==> src/rtl/ds_hazard_scoreboard_pkg.sv <==
// Shared defaults and bus-slice helper for the decode-stage hazard scoreboard.
package ds_hazard_scoreboard_pkg;
    localparam int XLEN_DEF    = 32;
    localparam int AW_DEF      = 5;
    localparam int NUM_RD_DEF  = 2;
    localparam int NUM_FWD_DEF = 3;
    localparam int CNT_W_DEF   = 2;
    localparam int REG_ZERO    = 0;
endpackage

`define DS_SLICE(idx, w) ((idx)*(w)) +: (w)

==> src/rtl/ds_hazard_scoreboard_fwd_mux.sv <==
// One read port: priority search over bypass sources, falling back to the
// register file, with a stall when the operand is not yet available.
module ds_fwd_mux
    import ds_hazard_scoreboard_pkg::*;
#(
    parameter int XLEN    = XLEN_DEF,
    parameter int AW      = AW_DEF,
    parameter int NUM_FWD = NUM_FWD_DEF
) (
    input  logic [AW-1:0]           raddr,
    input  logic                    rneed,
    input  logic [XLEN-1:0]         rf_rdata,
    input  logic                    pending,
    input  logic [NUM_FWD-1:0]      fwd_we,
    input  logic [NUM_FWD-1:0]      fwd_ready,
    input  logic [NUM_FWD*AW-1:0]   fwd_waddr,
    input  logic [NUM_FWD*XLEN-1:0] fwd_wdata,
    output logic [XLEN-1:0]         value,
    output logic                    stall
);

    logic hit;

    always_comb begin
        value = rf_rdata;
        stall = 1'b0;
        hit   = 1'b0;
        if (raddr == AW'(REG_ZERO)) begin
            value = '0;
        end else begin
            // Lowest index is the youngest producer and must win.
            for (int j = 0; j < NUM_FWD; j++) begin
                if (!hit && fwd_we[j] && (fwd_waddr[`DS_SLICE(j, AW)] == raddr)) begin
                    hit = 1'b1;
                    if (fwd_ready[j]) value = fwd_wdata[`DS_SLICE(j, XLEN)];
                    else              stall = rneed;
                end
            end
            // Producer in flight but not visible on any bypass.
            if (!hit && pending) stall = rneed;
        end
    end

endmodule

==> src/rtl/ds_hazard_scoreboard.sv <==
// Decode-stage hazard unit: per-register pending-write counters plus
// NUM_RD prioritised bypass muxes; drives operand values and the ID stall.
module ds_hazard_scoreboard
    import ds_hazard_scoreboard_pkg::*;
#(
    parameter int XLEN    = XLEN_DEF,
    parameter int AW      = AW_DEF,
    parameter int NUM_RD  = NUM_RD_DEF,
    parameter int NUM_FWD = NUM_FWD_DEF,
    parameter int CNT_W   = CNT_W_DEF
) (
    input  logic                    clk,
    input  logic                    resetn,
    input  logic                    ds_valid,
    input  logic                    ds_fire,
    input  logic                    ds_rf_we,
    input  logic [AW-1:0]           ds_waddr,
    input  logic [NUM_RD*AW-1:0]    ds_raddr,
    input  logic [NUM_RD-1:0]       ds_rneed,
    input  logic [NUM_RD*XLEN-1:0]  rf_rdata,
    input  logic [NUM_FWD-1:0]      fwd_we,
    input  logic [NUM_FWD-1:0]      fwd_ready,
    input  logic [NUM_FWD*AW-1:0]   fwd_waddr,
    input  logic [NUM_FWD*XLEN-1:0] fwd_wdata,
    input  logic                    ws_retire,
    input  logic [AW-1:0]           ws_raddr,
    input  logic                    flush,
    output logic [NUM_RD*XLEN-1:0]  src_value,
    output logic                    ds_stall,
    output logic                    pending_any,
    output logic                    err_underflow
);

    localparam int              NREG    = 2 ** AW;
    localparam logic [CNT_W-1:0] CNT_MAX = '1;

    logic [CNT_W-1:0]  cnt_q [NREG];
    logic [CNT_W-1:0]  cnt_d [NREG];
    logic              err_q, err_d;
    logic              inc, dec, waw;
    logic [NUM_RD-1:0] port_stall;
    logic [NUM_RD-1:0] port_pend;

    for (genvar i = 0; i < NUM_RD; i++) begin : g_port
        assign port_pend[i] = (cnt_q[ds_raddr[`DS_SLICE(i, AW)]] != '0);

        ds_fwd_mux #(
            .XLEN    (XLEN),
            .AW      (AW),
            .NUM_FWD (NUM_FWD)
        ) u_mux (
            .raddr     (ds_raddr[`DS_SLICE(i, AW)]),
            .rneed     (ds_rneed[i]),
            .rf_rdata  (rf_rdata[`DS_SLICE(i, XLEN)]),
            .pending   (port_pend[i]),
            .fwd_we    (fwd_we),
            .fwd_ready (fwd_ready),
            .fwd_waddr (fwd_waddr),
            .fwd_wdata (fwd_wdata),
            .value     (src_value[`DS_SLICE(i, XLEN)]),
            .stall     (port_stall[i])
        );
    end

    always_comb begin
        waw      = ds_rf_we && (ds_waddr != AW'(REG_ZERO)) && (cnt_q[ds_waddr] == CNT_MAX);
        ds_stall = ds_valid && ((|port_stall) || waw);
    end

    always_comb begin
        inc   = ds_fire && ds_rf_we && (ds_waddr != AW'(REG_ZERO));
        dec   = ws_retire && (ws_raddr != AW'(REG_ZERO));
        err_d = err_q;
        for (int r = 0; r < NREG; r++) cnt_d[r] = cnt_q[r];
        if (flush) begin
            for (int r = 0; r < NREG; r++) cnt_d[r] = '0;
        end else if (!(inc && dec && (ds_waddr == ws_raddr))) begin
            if (inc && (cnt_q[ds_waddr] != CNT_MAX))
                cnt_d[ds_waddr] = cnt_q[ds_waddr] + 1'b1;
            if (dec) begin
                if (cnt_q[ws_raddr] == '0) err_d = 1'b1;
                else                       cnt_d[ws_raddr] = cnt_q[ws_raddr] - 1'b1;
            end
        end
        cnt_d[REG_ZERO] = '0;
    end

    always_ff @(posedge clk) begin
        if (!resetn) begin
            for (int r = 0; r < NREG; r++) cnt_q[r] <= '0;
            err_q <= 1'b0;
        end else begin
            for (int r = 0; r < NREG; r++) cnt_q[r] <= cnt_d[r];
            err_q <= err_d;
        end
    end

    always_comb begin
        pending_any = 1'b0;
        for (int r = 0; r < NREG; r++) pending_any = pending_any | (cnt_q[r] != '0);
    end

    assign err_underflow = err_q;

endmodule
==> config.mk <==
export PLATFORM = sky130hd
export DESIGN_NAME = ds_hazard_scoreboard
export DESIGN_NICKNAME = d
export VERILOG_FILES = /design/src/rtl/ds_hazard_scoreboard_pkg.sv /design/src/rtl/ds_hazard_scoreboard_fwd_mux.sv /design/src/rtl/ds_hazard_scoreboard.sv
export SDC_FILE = /design/constraint.sdc
export NUM_CORES = 1
export LEC_CHECK = 0
export BUFFER_PORTS_ARGS = -buffer_cell sky130_fd_sc_hd__clkbuf_2
export CORE_ASPECT_RATIO = 2
export CORE_MARGIN = 4
export CORE_UTILIZATION = 45
export DETAILED_ROUTE_END_ITERATION = 10
export GPL_TIMING_DRIVEN = 1
export HOLD_SLACK_MARGIN = 0.1
export PLACE_DENSITY = 0.74
export SLEW_MARGIN = 20
export SYNTH_ARGS = -nofsm -noshare
export SYNTH_HDL_FRONTEND = slang
export SYNTH_HIERARCHICAL = 1
export SYNTH_SLANG_ARGS = --single-unit
==> constraint.sdc <==
create_clock -name clk -period 4.1 [get_ports clk]
set_input_delay 0.615 -clock clk [delete_from_list [all_inputs] [get_ports clk]]
set_output_delay 0.615 -clock clk [all_outputs]
set_load 0.03 [all_outputs]
==> metrics.md <==
| Metric | Value |
|---|---|
| Status | complete, no violations |
| Synth-to-Final Area Change | 31.21% |
| Starting Density | 45.74% |
| LEAKAGE | 0.004678 uW |
| Initial antenna violation count | 7 |
| Fin util | 60.02% |
| VDD IR max | between 0.0003 and 0.0004 V |
| Worst path depth | 12 |
| Worst Setup SP | ds_waddr[3] |
| Minimum clock period | a little over 4000 ps |
| Last element of the critical path | ds_stall |
| Period utilization | 98.86% |
| Fin Clk Skew | 8.701 ps |
| Die Width | 107.2 um |
| Commonest non-fill, non-tap cell in the layout | clkbuf_2 |
| RR Endpoint | cnt_q[20][1] |
| Crit Path Category | in -> out |
| CP delay by family, top | simple AND/OR/NAND/NOR gates |
| Worst Path Arrival | roughly 3400 ps |
| Synth unique cells | 80 |
| Total congestion overflow | 0 |
| Critical path's slowest cell | or4_1 |
| Vias in the first global route | 12240 |
| Bufs and invs on worst path | 3 |
| Synthesized area | 8860 um2 |
| Final setup margin | 46.73 ps |
| Core Region | 19370 um2 |
| Setup-failing EPs final | 0 |
| CP Max Fanout | 16 |
| Fin nets | roughly 1700 |
| Power Density | between 200 and 250 nW/um2 |
| Clock Latency Late Sink | 350 ps |
| Synth Instances | 1206 |
| Slew HR | around 50% |
| Clock slew at reported path FFs | 60 ps |
| I/O Buffers | 276 |
| Worst-Margin Slew | 742.6 ps |
| Setup Buffers After CTS | 0 |
| Crit path launch type | input pin |
| Die height | 206.4 um |
| Ports | between 200 and 300 |
| Layout Cells excl Fill | 1801 |
| DIE AREA | 22130 um2 |
| DP Worst Slack | -62.74 ps |
| Wire length per cell | roughly 30 um |
| Total track usage | 48.15% |
| Share of flip-flops with an asynchronous set or reset | 0% |
| Reg2Reg Depth | 13 |
| Final HPWL DP | about 43 mm |
| Seq/Total Area, Yosys | 14.24% |
| CTS tree | yes |
| Predominant post-synthesis flop cell | dfxtp_1 |
| Hold Buf Count CTS | 0 |
| Cts bufs inserted | 9 |
| Max stage delay on crit path | ~590 ps |
| Row count | 72 |
| Post-CTS sizing | 0 |
| Setup crit end kind | output pin |
| R2R Path Start | cnt_q[1][0] |
| Clk buf depth | 2 |
| Vias | ~13000 |
| CTS root buffer | clkbuf_16 |
| Vias per cell | 7.013 |
| GPL Wtd Cong | ~1.2 |
| Highest-count cells in the layout ignoring fill and taps | clkbuf_2, buf_4, nor2_1 |
| Global-route wire length before repair | 78.07 mm |
| Drt total wl | 54.81 mm |
| Yosys warns | 6 |
| Pins Over Slew Limit | 0 |
| Placed Cells | 1778 |
| Drt initial violations | 1523 |
| Number of synthesized flops with an enable pin | 0 |
| Initial DRT Pass Iterations | 7 |
| RSZ-0062 raised after global routing | no |
| Worst hold slack | between 400 and 500 ps |
| Htree depth | 3 |
| Critical path data required time | around 3500 ps |
| Number of synthesized register bits | 63 |
| Mean Syn Cell Area | 7.346 um2 |
| Largest net degree at the start of global routing | 34 |
| Post-route DRC | 0 |
| Sink Count | 63 |
| Worst R2R Setup Slack | 470 ps |
| Routed Antenna Nets | 0 |
| CP cell instances | buf_2 -> nor2_1 -> and2_0 -> a31o_1 -> or4_1 -> nor2_2 -> ha_1 -> buf_4 -> nand2_1 -> a21oi_1 -> o31a_1 -> clkbuf_2 |
| Maxcap violations | 0 |
| Fin Setup TNS | 0 ps |
| Fin. Hold Viols | 0 |
| Layout cells sized above 1 | 37.26% |
| Hold/Removal Path Class | reg -> reg |
| Max Clk Rate | 0.2467 GHz |
| Fill cells | 1872 |
| Syn nets | 1418 |
==> worst min path at each step <==
stage,cells after the start,start,to
after CTS,1,err_underflow,err_underflow
final,1,err_underflow,err_underflow
after global routing,1,err_underflow,err_underflow
after floorplan,2,cnt_q[30][1],cnt_q[30][1]
after detailed placement,1,err_underflow,err_underflow
after global placement,1,err_underflow,err_underflow
==> layout make-up <==
class | instances | area [um2] | share of cell area (%)
clock inverter | 3 | 40.04 | 0.3444
clock buffer | 13 | 270.3 | 2.325
tap | 259 | 324.1 | 2.788
antenna | 7 | 17.52 | 0.1507
sequential | 63 | 1261 | 10.85
multi-input combinational | 983 | 6939 | 59.69
inverter | 44 | 165.2 | 1.421
timing repair buffer | 429 | 2608 | 22.43
==> per-stage QoR <==
| step | total power (uW) | instance area, um2 |
|---|---|---|
| final | 2416 | 11620 |
| after global routing | 2467 | 11620 |
| after CTS | 2378 | 11590 |
| after detailed placement | 1565 | 11280 |
| after global placement | 1564 | 11280 |
| after floorplan | 1117 | 8860 |
==> power breakdown <==
group	leakage (uW)	internal [uW]	switching, uW
sequential	0.000508	616	5.46
combinational	0.00401	337	635
clock	0.000156	519	303
total	0.00468	1470	944
==> cells by family (layout without fill, tap and decap cells) <==
group | count (synthesis) | count (layout) | share of synthesized area (%)
fa+ha+maj | 2 | 2 | 0.2824
simple gates | 474 | 474 | 28.22
mux | 89 | 89 | 15.52
compound gates | 382 | 382 | 29.95
buf+inv | 160 | 489 | 8.233
flops | 63 | 63 | 14.24
xor+xnor | 36 | 36 | 3.559
other cells | 0 | 7 | 0
==> sequential cells by signal (all words and copies together), names as in the netlist <==
| name | flops |
|---|---|
| err_underflow | 1 |
| cnt_q | 62 |
==> cell usage after synthesis (36+ instances only) <==
master / n / area (um2)
a21oi_1: 107 / 535.5
clkbuf_1: 60 / 225.2
dfxtp_1: 63 / 1261
inv_1: 44 / 165.2
mux2_2: 36 / 405.4
nand2_1: 77 / 289.0
nand4_1: 79 / 494.2
nor2_1: 126 / 473.0
nor3_1: 61 / 305.3
o21ai_0: 53 / 265.3
o22ai_1: 45 / 281.5
o31ai_1: 49 / 367.9
==> layer usage <==
metal	GRT usage (%)	vias to the layer above	wire length [um]
li1	-	5321	-
met1	43.05	5868	15790
met2	82.80	1031	26060
met3	15.13	410	5942
met4	47.01	0	7012
met5	0	-	0
Power figures use the tool's default switching activity.
